$ cat config.mk
export PLATFORM = sky130hd
export DESIGN_NAME = rgmii_tx_multi
export DESIGN_NICKNAME = d
export VERILOG_FILES = /design/src/rtl/rgmii_pkg.sv /design/src/rtl/oddr.sv /design/src/rtl/rgmii_sdr_div.sv /design/src/rtl/rgmii_tx_multi.sv
export SDC_FILE = /design/constraint.sdc
export NUM_CORES = 1
export LEC_CHECK = 0
export CAP_MARGIN = 20
export CORE_ASPECT_RATIO = 1.1
export CORE_UTILIZATION = 56
export CTS_CLUSTER_SIZE = 40
export DETAILED_ROUTE_END_ITERATION = 8
export PLACE_DENSITY_LB_ADDON = 0.25
export REMOVE_ABC_BUFFERS = 1
export SLEW_MARGIN = 40
export SYNTH_ARGS = -nofsm -noshare
export SYNTH_HDL_FRONTEND = slang
export SYNTH_SLANG_ARGS = --single-unit
$ cat constraint.sdc
create_clock -name clk -period 2.8 [get_ports clk]
set_input_delay 0.28 -clock clk [delete_from_list [all_inputs] [get_ports clk]]
set_output_delay 0.28 -clock clk [all_outputs]
set_load 0.02 [all_outputs]
$ cat src/rtl/rgmii_pkg.sv
// Shared types and constants for the runtime speed-selectable RGMII transmitter.
package rgmii_pkg;

    typedef enum logic [1:0] {
        SPEED_10   = 2'b00,
        SPEED_100  = 2'b01,
        SPEED_1000 = 2'b10,
        SPEED_RSVD = 2'b11
    } speed_t;

    typedef enum logic [1:0] {
        NIB_IDLE = 2'b00,
        NIB_LO   = 2'b01,
        NIB_HI   = 2'b10
    } nib_state_t;

    localparam int DIV_100_DEFAULT = 5;
    localparam int DIV_10_DEFAULT  = 50;

    function automatic logic is_sdr(input speed_t s);
        return (s == SPEED_10) || (s == SPEED_100);
    endfunction

endpackage

$ cat src/rtl/oddr.sv
// Generic DDR output register: d1 is driven while clk is high, d2 while clk is low.
module oddr #(
    parameter int INPUT_WIDTH = 1
) (
    input  logic                   clk,
    input  logic                   rst,
    input  logic [INPUT_WIDTH-1:0] d1,
    input  logic [INPUT_WIDTH-1:0] d2,
    output logic [INPUT_WIDTH-1:0] q
);

    logic [INPUT_WIDTH-1:0] d1_q;
    logic [INPUT_WIDTH-1:0] d2_q;

    always_ff @(posedge clk) begin
        if (rst) begin
            d1_q <= '0;
            d2_q <= '0;
        end else begin
            d1_q <= d1;
            d2_q <= d2;
        end
    end

    // Both halves are captured on the rising edge so the pair launches in one cycle.
    assign q = clk ? d1_q : d2_q;

endmodule

$ cat src/rtl/rgmii_sdr_div.sv
// TXC divider for 10/100 modes: counts 0..div-1 and forms the single-rate TXC.
module rgmii_sdr_div #(
    parameter int CNT_W = 6
) (
    input  logic             clk,
    input  logic             rst,
    input  logic             restart,
    input  logic [CNT_W-1:0] div,
    output logic             cnt_wrap,
    output logic             txc_sdr
);

    logic [CNT_W-1:0] cnt;
    logic             run;

    always_ff @(posedge clk) begin
        if (rst) begin
            cnt <= '0;
            run <= 1'b0;
        end else begin
            run <= 1'b1;
            if (restart || cnt_wrap) begin
                cnt <= '0;
            end else begin
                cnt <= cnt + 1'b1;
            end
        end
    end

    // >= keeps the counter from running away if div shrinks without a restart.
    assign cnt_wrap = (cnt >= div - 1'b1);
    assign txc_sdr  = run && (cnt < (div >> 1));

endmodule

$ cat src/rtl/rgmii_tx_multi.sv
// RGMII transmitter with runtime 10/100/1000 selection; DDR path for 1000, nibble path for 10/100.
module rgmii_tx_multi
    import rgmii_pkg::*;
#(
    parameter int     DIV_100       = DIV_100_DEFAULT,
    parameter int     DIV_10        = DIV_10_DEFAULT,
    parameter speed_t DEFAULT_SPEED = SPEED_1000
) (
    input  logic       clk,
    input  logic       rst,
    input  speed_t     speed,
    input  logic       tx_valid,
    input  logic [7:0] tx_data,
    input  logic       tx_er,
    output logic       tx_ready,
    output logic       tx_busy,
    output speed_t     speed_active,
    output logic       phy_txc,
    output logic       phy_txctl,
    output logic [3:0] phy_txd
);

    localparam int DIV_MAX = (DIV_10 > DIV_100) ? DIV_10 : DIV_100;
    localparam int CNT_W   = $clog2(DIV_MAX + 1);

    logic             sdr_mode;
    logic [CNT_W-1:0] div;
    logic             cnt_wrap;
    logic             txc_sdr;
    logic             restart;
    logic             run;
    logic             accept;

    assign sdr_mode = is_sdr(speed_active);
    assign div      = (speed_active == SPEED_10) ? CNT_W'(DIV_10) : CNT_W'(DIV_100);

    // Speed only changes between frames; a no-op or reserved request must not disturb the divider.
    assign restart = !tx_busy && !tx_valid && (speed != SPEED_RSVD) && (speed != speed_active);

    always_ff @(posedge clk) begin
        if (rst) begin
            speed_active <= DEFAULT_SPEED;
            run          <= 1'b0;
        end else begin
            run <= 1'b1;
            if (restart) begin
                speed_active <= speed;
            end
        end
    end

    rgmii_sdr_div #(.CNT_W(CNT_W)) u_div (
        .clk      (clk),
        .rst      (rst),
        .restart  (restart),
        .div      (div),
        .cnt_wrap (cnt_wrap),
        .txc_sdr  (txc_sdr)
    );

    nib_state_t state;

    assign tx_ready = run && (sdr_mode ? (cnt_wrap && (state != NIB_LO)) : 1'b1);
    assign accept   = tx_valid && tx_ready;

    // 1000 path
    logic       ddr_acc;
    logic       ddr_en;
    logic [3:0] ddr_d1;
    logic [3:0] ddr_d2;
    logic       ctl_d1;
    logic       ctl_d2;
    logic [3:0] ddr_txd;
    logic       ddr_ctl;
    logic       ddr_txc;

    assign ddr_acc = accept && !sdr_mode;
    assign ddr_d1  = ddr_acc ? tx_data[3:0] : 4'h0;
    assign ddr_d2  = ddr_acc ? tx_data[7:4] : 4'h0;
    assign ctl_d1  = ddr_acc;
    assign ctl_d2  = ddr_acc && !tx_er;

    always_ff @(posedge clk) begin
        if (rst) begin
            ddr_en <= 1'b0;
        end else begin
            ddr_en <= ddr_acc;
        end
    end

    oddr #(.INPUT_WIDTH(4)) u_oddr_txd (
        .clk (clk), .rst (rst), .d1 (ddr_d1), .d2 (ddr_d2), .q (ddr_txd)
    );

    oddr #(.INPUT_WIDTH(1)) u_oddr_ctl (
        .clk (clk), .rst (rst), .d1 (ctl_d1), .d2 (ctl_d2), .q (ddr_ctl)
    );

    oddr #(.INPUT_WIDTH(1)) u_oddr_txc (
        .clk (clk), .rst (rst), .d1 (1'b1), .d2 (1'b0), .q (ddr_txc)
    );

    // 10/100 path: everything moves on the wrap so pins change only at cnt=0.
    logic [3:0] hold_hi;
    logic       hold_er;
    logic       sdr_en;
    logic [3:0] sdr_txd;
    logic       sdr_ctl;

    always_ff @(posedge clk) begin
        if (rst) begin
            state   <= NIB_IDLE;
            hold_hi <= 4'h0;
            hold_er <= 1'b0;
            sdr_en  <= 1'b0;
            sdr_txd <= 4'h0;
        end else if (sdr_mode && cnt_wrap) begin
            if (accept) begin
                state   <= NIB_LO;
                hold_hi <= tx_data[7:4];
                hold_er <= tx_er;
                sdr_en  <= 1'b1;
                sdr_txd <= tx_data[3:0];
            end else begin
                case (state)
                    NIB_LO: begin
                        state   <= NIB_HI;
                        sdr_txd <= hold_hi;
                    end
                    NIB_HI: begin
                        state   <= NIB_IDLE;
                        sdr_txd <= 4'h0;
                        sdr_en  <= 1'b0;
                        hold_er <= 1'b0;
                    end
                    default: ;
                endcase
            end
        end
    end

    assign sdr_ctl = txc_sdr ? sdr_en : (sdr_en ^ hold_er);

    assign tx_busy   = sdr_mode ? (state != NIB_IDLE) : ddr_en;
    assign phy_txd   = sdr_mode ? sdr_txd : ddr_txd;
    assign phy_txctl = sdr_mode ? sdr_ctl : ddr_ctl;
    assign phy_txc   = sdr_mode ? txc_sdr : ddr_txc;

endmodule

* Yosys cells after proc, flatten, opt, wreduce, memory -nomap -nowiden *
Index checks and enable logic that the tools add are counted.

cells by class
  add/subtract/negate cells = 2
  equality and inequality tests = 6
  reduce and logical (&&, ||, !) cells = 25
  bitwise logic cells = 2
  multiplexer cells = 18
  magnitude comparators = 2

operators by type and width
  operator               count
  $mux W4                3
  $mux W1                11
  $logic_and A1 B1 Y1    10
  $pmux W4 S2            1
  $add A6 B1 Y6 const B  1
  $ge A6 B6 Y1           1
  $lt A6 B5 Y1           1
  $mux W6                1
  $reduce_and A2 Y1      3
  $sub A6 B1 Y6 const B  1
  $eq A2 B1 Y1 const B   2
  $logic_not A1 Y1       4
  $pmux W2 S2            1
  $reduce_bool A2 Y1     2
  $reduce_or A2 Y1       2
  $reduce_bool A3 Y1     1
  $eq A2 B2 Y1 const B   1
  $logic_not A2 Y1       1
  $logic_or A1 B1 Y1     2
  $mux W2                1
  $ne A2 B1 Y1 const B   1
  $ne A2 B2 Y1           1
  $ne A2 B2 Y1 const B   1
  $not A1 Y1             1
  $xor A1 B1 Y1          1

word-level totals
  logic and storage cells = 67
  output and inout bits = 10
  register bits = 31

* Logic depth before layout (Yosys ltp) *
Gate-level depths: netlist of run 1.

  depth after elaboration = 11
  depth in mapped cells = 10

* By module *
From an unflattened synthesis of run 1, not the netlist that was laid out.

second synthesis, totals
  cells, all modules = 205
  area total of the unflattened synthesis = 1,864.3 um^2

modules (own cells, without submodules)
  module                  times used  cells an instance  area each (um^2)
  rgmii_tx_multi          1           110                918.4
  rgmii_sdr_div           1           65                 555.5
  oddr at u_oddr_txd      1           20                 255.2
  oddr at u_oddr_ctl ...  2           5                  67.6

==> results of run 1 <==
## power groups by stage
| stage | combinational [uW] | clock (uW) | sequential, uW |
|---|---|---|---|
| after floorplan | 57.0 | 65.6 | 476 |
| after global placement | 107 | 99.7 | 472 |
| after detailed placement | 110 | 99.7 | 472 |
| after CTS | 111 | 513 | 462 |
| after global routing | 124 | 555 | 465 |
| final | 113 | 502 | 464 |
## metrics by stage
stage	hold WS (ns)	cells	setup slack [ns]	total power, uW	area, sq um
2_1_floorplan	0.349	164	0.177	599	1480
3_3_place_gp	0.460	220	0.258	678	1760
3_5_place_dp	0.473	220	0.190	682	1760
4_1_cts	0.398	233	0.00289	1090	1850
5_1_grt	0.381	233	0.0140	1140	1880
6_report	0.399	233	0.143	1080	1880
## state kept, by name, indices dropped and copies added, names as in the netlist, 2 cells and up
signal and cells:
hold_hi 4, u_oddr_txd.d2_q 4, state 2, u_oddr_txd.d1_q 4, u_div.cnt 6, sdr_txd 4
speed_active 2
## final timing paths
path / start / to / slack (ns)
worst max-delay path: speed_active[1] / tx_ready / 0.14
worst min register to register: u_div.cnt[0] / u_div.cnt[0] / 0.50
worst max register to register: speed_active[0] / sdr_txd[1] / 0.64
worst min-delay path: tx_data[5] / u_oddr_txd.d2_q[1] / 0.40
## placed cells by master, fill, tap and decap left out, types with 2 or more instances in the layout
| master | netlist | layout |
|---|---|---|
| sky130_fd_sc_hd__or2_0 | 4 | 4 |
| sky130_fd_sc_hd__dlygate4sd2_1 | 0 | 6 |
| sky130_fd_sc_hd__and2_1 | 9 | 8 |
| sky130_fd_sc_hd__xnor2_1 | 4 | 4 |
| sky130_fd_sc_hd__nand2_1 | 13 | 13 |
| sky130_fd_sc_hd__a31oi_1 | 4 | 4 |
| sky130_fd_sc_hd__inv_1 | 8 | 8 |
| sky130_fd_sc_hd__clkdlybuf4s50_1 | 0 | 16 |
| sky130_fd_sc_hd__clkinvlp_4 | 0 | 2 |
| sky130_fd_sc_hd__dfxtp_1 | 31 | 30 |
| sky130_fd_sc_hd__a211oi_1 | 3 | 3 |
| sky130_fd_sc_hd__ha_1 | 4 | 4 |
| sky130_fd_sc_hd__or2_2 | 2 | 2 |
| sky130_fd_sc_hd__clkbuf_4 | 0 | 10 |
| sky130_fd_sc_hd__buf_4 | 1 | 2 |
| sky130_fd_sc_hd__mux2i_1 | 9 | 9 |
| sky130_fd_sc_hd__nor2b_1 | 2 | 2 |
| sky130_fd_sc_hd__o21a_1 | 2 | 2 |
| sky130_fd_sc_hd__nand2b_1 | 2 | 2 |
| sky130_fd_sc_hd__a21boi_0 | 2 | 2 |
| sky130_fd_sc_hd__nand3_1 | 3 | 3 |
| sky130_fd_sc_hd__o211ai_1 | 2 | 2 |
| sky130_fd_sc_hd__a21oi_1 | 9 | 9 |
| sky130_fd_sc_hd__o21ai_0 | 9 | 8 |
| sky130_fd_sc_hd__nor2_1 | 22 | 20 |
## logic make-up (layout without fill, tap and decap cells)
family          count (synthesis)  in the layout
simple gates                   62             62
compound gates                 45             45
flops                          31             31
buf+inv                        15             46
mux                             9              9
xor+xnor                        5              5
fa+ha+maj                       4              4
## cell type report
class                           count  share of cell area, %
Clock buffer                       16                   6.74
Clock inverter                      3                   1.07
Inverter                            8                   1.60
Multi-Input combinational cell    125                   45.4
Sequential cell                    31                   33.2
Tap cell                           31                   2.07
Timing Repair Buffer               19                   10.0
## worst reg2reg max path: cells and delay by family (launching register included)
| family | cells | cell delay, ns |
|---|---|---|
| AOI/OAI and AO/OA | 5 | 1.15 |
| adders and majority gates | 1 | 0.27 |
| DFF | 1 | 0.42 |
| buffers and inverters | 1 | 0.19 |
| and+or+nand+nor | 1 | 0.06 |
## layer usage
layer	vias to the layer above	global-route usage [%]
met5	-	0
met4	0	23.6
met3	18	15.2
met2	42	43.0
met1	623	27.6
li1	659	-
==> impl_metrics.yaml, run 1 <==
flow_run:
  timing.max_cap.violations: 0
clock_network:
  cts_resized: 13
  hold_buffers_post_cts: 0
  tritoncts: "yes"
  post-cts-setup-buffers: 0
  clk_latency_ns: 0.46
  path_clk_slew_ns: 0.10
placement:
  globalplace.congestion: 0.866
  port_buffers: 23
  hpwl_detailed_um: 2250
global_routing:
  first_pass_grt_wire_length_um: 5720
  grt_usage_pct: 28.3
  number_of_antenna_violations_at_the_first_check_in_global_routing: 0
  grt_overflow: 0
  grt_start_max_net_pins: 28
  grt_pass1_vias: 1424
critical_path:
  crit_path_start_kind: "flop"
  worstPathMaxFanout: 27
  worstSetupEndpointType: "primary output"
  r2r.worst_path.cells: 8
  path_cells: "buf_6, o41a_1, o2111ai_4, and2_4, nor2_1, o21a_1, dlygate4sd2_1"
  worstPathArrival_ns: 2.38
  critical_path_required_ns: 2.52
  crit_path_top_delay_cell: "sky130_fd_sc_hd__o41a_1"
  worst_path_dominant_cell_family: "compound AO/OA/AOI/OAI gates"
  critical-path-max-stage-delay_ns: 0.47
  critPathKind: "flop to primary output"
  worstPathBufferInverterCount: 2
  worstSetupPathDepth: 7
logic_synthesis:
  synth-seq-area-share_pct: 41.0
  synth_area_in_compound_gates_pct: 22.9
  yosys.area_share.xor_xnor_pct: 2.89
  synthMostInstantiatedCell: "sky130_fd_sc_hd__dfxtp_1"
  synthesis.area_per_instance_sq_um: 8.85
  synth_top_family_by_area: "compound AO/OA/AOI/OAI gates"
  synth_largest_type_area_fraction_pct: 41.0
  async_reset_ff_share_pct: 0
  netlist_top_cells_area: "sky130_fd_sc_hd__dfxtp_1 41%, sky130_fd_sc_hd__mux2i_1 6.0%, sky130_fd_sc_hd__nor2_1 5.5%"
  synthDominantAreaCellType: "sky130_fd_sc_hd__dfxtp_1"
  synth_enable_flop_cells: 0
  synth_common_cells: "31 x sky130_fd_sc_hd__dfxtp_1, 22 x sky130_fd_sc_hd__nor2_1, 13 x sky130_fd_sc_hd__nand2_1"
  number_of_warnings_reported_in_the_yosys_synthesis_log: 0
  netlist-cell-type-count: 42
  synth.ff_latch_count: 31
  post_synthesis_share_of_cell_area_spent_on_full_adders_half_adders_and_majority_gates_pct: 3.31
  synth_simple_gate_area_share_pct: 19.5
  synth_top_flop_cell: "sky130_fd_sc_hd__dfxtp_1"
  synthesis.instances: 171
  muxShareOfSynthArea_pct: 5.95
  synth.cell_area_sq_mm: 0.00151
floorplan:
  die-area_sq_mm: 0.00292
  die_w_um: 51.6
  die_height_um: 56.5
  floorplan.initialDensity_pct: 60.1
  row_count: 19
  floorplan.core_area_sq_mm: 0.00252
  io_pins: 24
power_and_ir_drop:
  sw_frac_of_total_pct: 32.1
  power_dens_cells_mw_per_mm2: 575
  ir_drop_mv: 0.427
  clkPwrFrac_pct: 46.5
  internal_power_uw: 732
  share_comb_of_total_power_pct: 10.5
  net-switching-power_uw: 347
  leakagePower_uw: 0.000758
  power_frac_seq_pct: 43.0
cells_and_area:
  diodes: 0
  multi_input_comb_area_sq_um: 851
  nNetsFinal: 218
  final_core_utilization_pct: 74.4
  seq_area_sq_um: 622
  flow.area_growth_from_synthesis_pct: 23.9
  number_of_inserted_filler_cells_in_the_final_layout: 190
  final_layout_size_suffix_gt1_share_pct: 14.4
route:
  initialDrtViolationCount: 42
  drtPass1Iterations: 4
  routed_wirelength_um: 3380
  routedLengthMet1_um: 1390
  detail_route.vias_per_cell: 5.76
  wl_met2_um: 1690
  route.met3.wl_um: 187
  dr.max_layer_used: "met4"
  drt_antenna_net_count: 0
  dr_total_vias: 1342
  wl_per_cell_um: 14.5
  remaining_routing_drc_violations: 0
timing:
  tcrit_tclk_final_pct: 94.9
  slew-limit-headroom_pct: 64.4
  hold_viol_final: 0
  final-setup-viol-count: 0
  clock.fmax_ghz: 0.376
  unrepaired_setup_endpoints_after_global_routing: "no"
  worst-slew-pin-transition_ns: 0.534
  period_needed_ns: 2.66
  setup-tns-final_ns: 0
  fin_worst_skew_ns: 0.00578
  report.final.slew_viol_count: 0
run_status:
  status: "finished clean"
hold_path:
  worstHoldPathCells: 2
  holdCritPathClass: "input port to flop"
Power figures use the tool's default switching activity.
==> run 2: changes to the inputs <==
--- a/config.mk
+++ b/config.mk
@@ -12,6 +12,7 @@
 export DETAILED_ROUTE_END_ITERATION = 8
 export PLACE_DENSITY_LB_ADDON = 0.25
 export REMOVE_ABC_BUFFERS = 1
+export SETUP_SLACK_MARGIN = 0.05
 export SLEW_MARGIN = 40
 export SYNTH_ARGS = -nofsm -noshare
 export SYNTH_HDL_FRONTEND = slang
==> run 2 against run 1 <==
Combinational power rose by 4%. Global-route usage rose by 0.11 points. Count of clock-buffer cells in the layout unchanged. Routed wire length increased by 3.4%. Clock power barely moved. First-iteration DRC count up 17%. Cell count grew 0.43%. Hold slack is essentially flat. Critical path type unchanged.
==> impl_metrics.yaml, run 2 (same netlist as run 1, synthesis figures left out) <==
run_status:
  status: "finished clean"
power_and_ir_drop:
  sw_frac_of_total_pct: 32.2
  net-switching-power_uw: 349
  clkPwrFrac_pct: 46.3
  power_frac_seq_pct: 42.9
  share_comb_of_total_power_pct: 10.8
  internal_power_uw: 734
  power_dens_cells_mw_per_mm2: 570
  ir_drop_mv: 0.427
  leakagePower_uw: 0.000764
floorplan:
  row_count: 19
  die_w_um: 51.6
  floorplan.core_area_sq_mm: 0.00252
  die_height_um: 56.5
  io_pins: 24
  floorplan.initialDensity_pct: 60.1
  die-area_sq_mm: 0.00292
critical_path:
  worstPathMaxFanout: 8
  ff2ff_setup_slack_ns: 0.61
  worstPathArrival_ns: 2.30
  critPathKind: "flop to primary output"
  r2r.worst_path.cells: 9
  critical_path_required_ns: 2.52
  path_cells: "nor2_4, inv_2, ha_1, o21a_1, o31ai_4, nand4_1, o21ai_0, dlygate4sd2_1"
  worstSetupEndpointType: "primary output"
  worst_path_dominant_cell_family: "compound AO/OA/AOI/OAI gates"
  worstSetupPathDepth: 8
  crit_path_top_delay_cell: "sky130_fd_sc_hd__dfxtp_4"
  critical-path-max-stage-delay_ns: 0.39
  worstPathBufferInverterCount: 2
  crit_path_start_kind: "flop"
timing:
  fin_worst_skew_ns: 0.00632
  worst-slew-pin-transition_ns: 0.534
  setup-tns-final_ns: 0
  period_needed_ns: 2.58
  tcrit_tclk_final_pct: 92.0
  report.final.slew_viol_count: 0
  final-setup-viol-count: 0
  clock.fmax_ghz: 0.388
  hold_viol_final: 0
  unrepaired_setup_endpoints_after_global_routing: "no"
  slew-limit-headroom_pct: 64.4
  fin_hold_ws_ns: 0.399
placement:
  post-place-cells: 220
  port_buffers: 23
  globalplace.congestion: 0.866
  hpwl_detailed_um: 2250
cells_and_area:
  final-instance-count-excl-fill: 234
  flow.area_growth_from_synthesis_pct: 25.5
  nNetsFinal: 219
  largest-register: "u_div.cnt"
  final_common_cell: "sky130_fd_sc_hd__dfxtp_1"
  diodes: 0
  most-common-layout-cells: "30 x sky130_fd_sc_hd__dfxtp_1, 20 x sky130_fd_sc_hd__nor2_1, 16 x sky130_fd_sc_hd__clkdlybuf4s50_1"
  final_layout_size_suffix_gt1_share_pct: 15.3
  number_of_flip_flops_in_the_largest_register: 6
  number_of_inserted_filler_cells_in_the_final_layout: 180
flow_run:
  timing.max_cap.violations: 0
global_routing:
  grt_start_max_net_pins: 28
  grt_usage_pct: 28.5
  grt_overflow: 0
  grt_pass1_vias: 1434
  number_of_antenna_violations_at_the_first_check_in_global_routing: 0
  first_pass_grt_wire_length_um: 5750
route:
  drt_antenna_net_count: 0
  wl_per_cell_um: 14.9
  detail_route.vias_per_cell: 5.79
  routed_wirelength_um: 3490
  initialDrtViolationCount: 49
  remaining_routing_drc_violations: 0
  drtPass1Iterations: 4
  dr_total_vias: 1356
clock_network:
  path_clk_slew_ns: 0.10
  hold_buffers_post_cts: 0
  tritoncts: "yes"
  clk_latency_ns: 0.46
hold_path:
  worstHoldPathCells: 2
  holdCritPathClass: "input port to flop"
==> run 2: stage by stage <==
step	worst slack (ns)	util, %	power, uW	cell area (sq um)
2_1_floorplan	0.177	-	599	1480
3_3_place_gp	0.258	69.9	678	1760
3_5_place_dp	0.190	69.9	682	1760
4_1_cts	0.0438	73.6	1090	1860
5_1_grt	0.0897	75.4	1150	1900
6_report	0.223	75.4	1080	1900
==> run 2: final cells by class <==
class,instances,area [sq um],area share (%)
inverters,8,30.0,1.58
multi-input cells,125,865,45.5
clock inverters,3,20.0,1.05
well taps,31,38.8,2.04
clock buffers,16,126,6.65
flip-flops and latches,31,624,32.9
repair buffers,20,196,10.3
==> run 2: power by group through the flow <==
stage / clock [uW] / sequential, uW / combinational, uW
6_report: 501 / 464 / 117
5_1_grt: 554 / 466 / 128
4_1_cts: 513 / 462 / 111
3_5_place_dp: 99.7 / 472 / 110
3_3_place_gp: 99.7 / 472 / 107
2_1_floorplan: 65.6 / 476 / 57.0
==> run 2: worst paths after layout <==
kind	startpoint	endpoint
worst max register to register	speed_active[0]	sdr_txd[1]
worst max-delay path	speed_active[0]	phy_txc
worst min register to register	u_div.cnt[0]	u_div.cnt[0]
worst min-delay path	tx_data[5]	u_oddr_txd.d2_q[1]
==> run 2: routing by layer <==
layer  global-route usage [%]  vias to the layer above  share of wire [%]
met4                     23.6                        0                2.3
met2                     43.4                       48                 51
met3                     15.2                       11                6.0
li1                         -                      659                  -
met5                        0                        -                  0
met1                     27.6                      638                 40
==> run 2: timing repair <==
item	in CTS	in global routing
buffers inserted	0	1
pin swaps	0	4
resized for setup	14	11
endpoints found under the hold margin	0	0
endpoints found under the setup margin	8	4
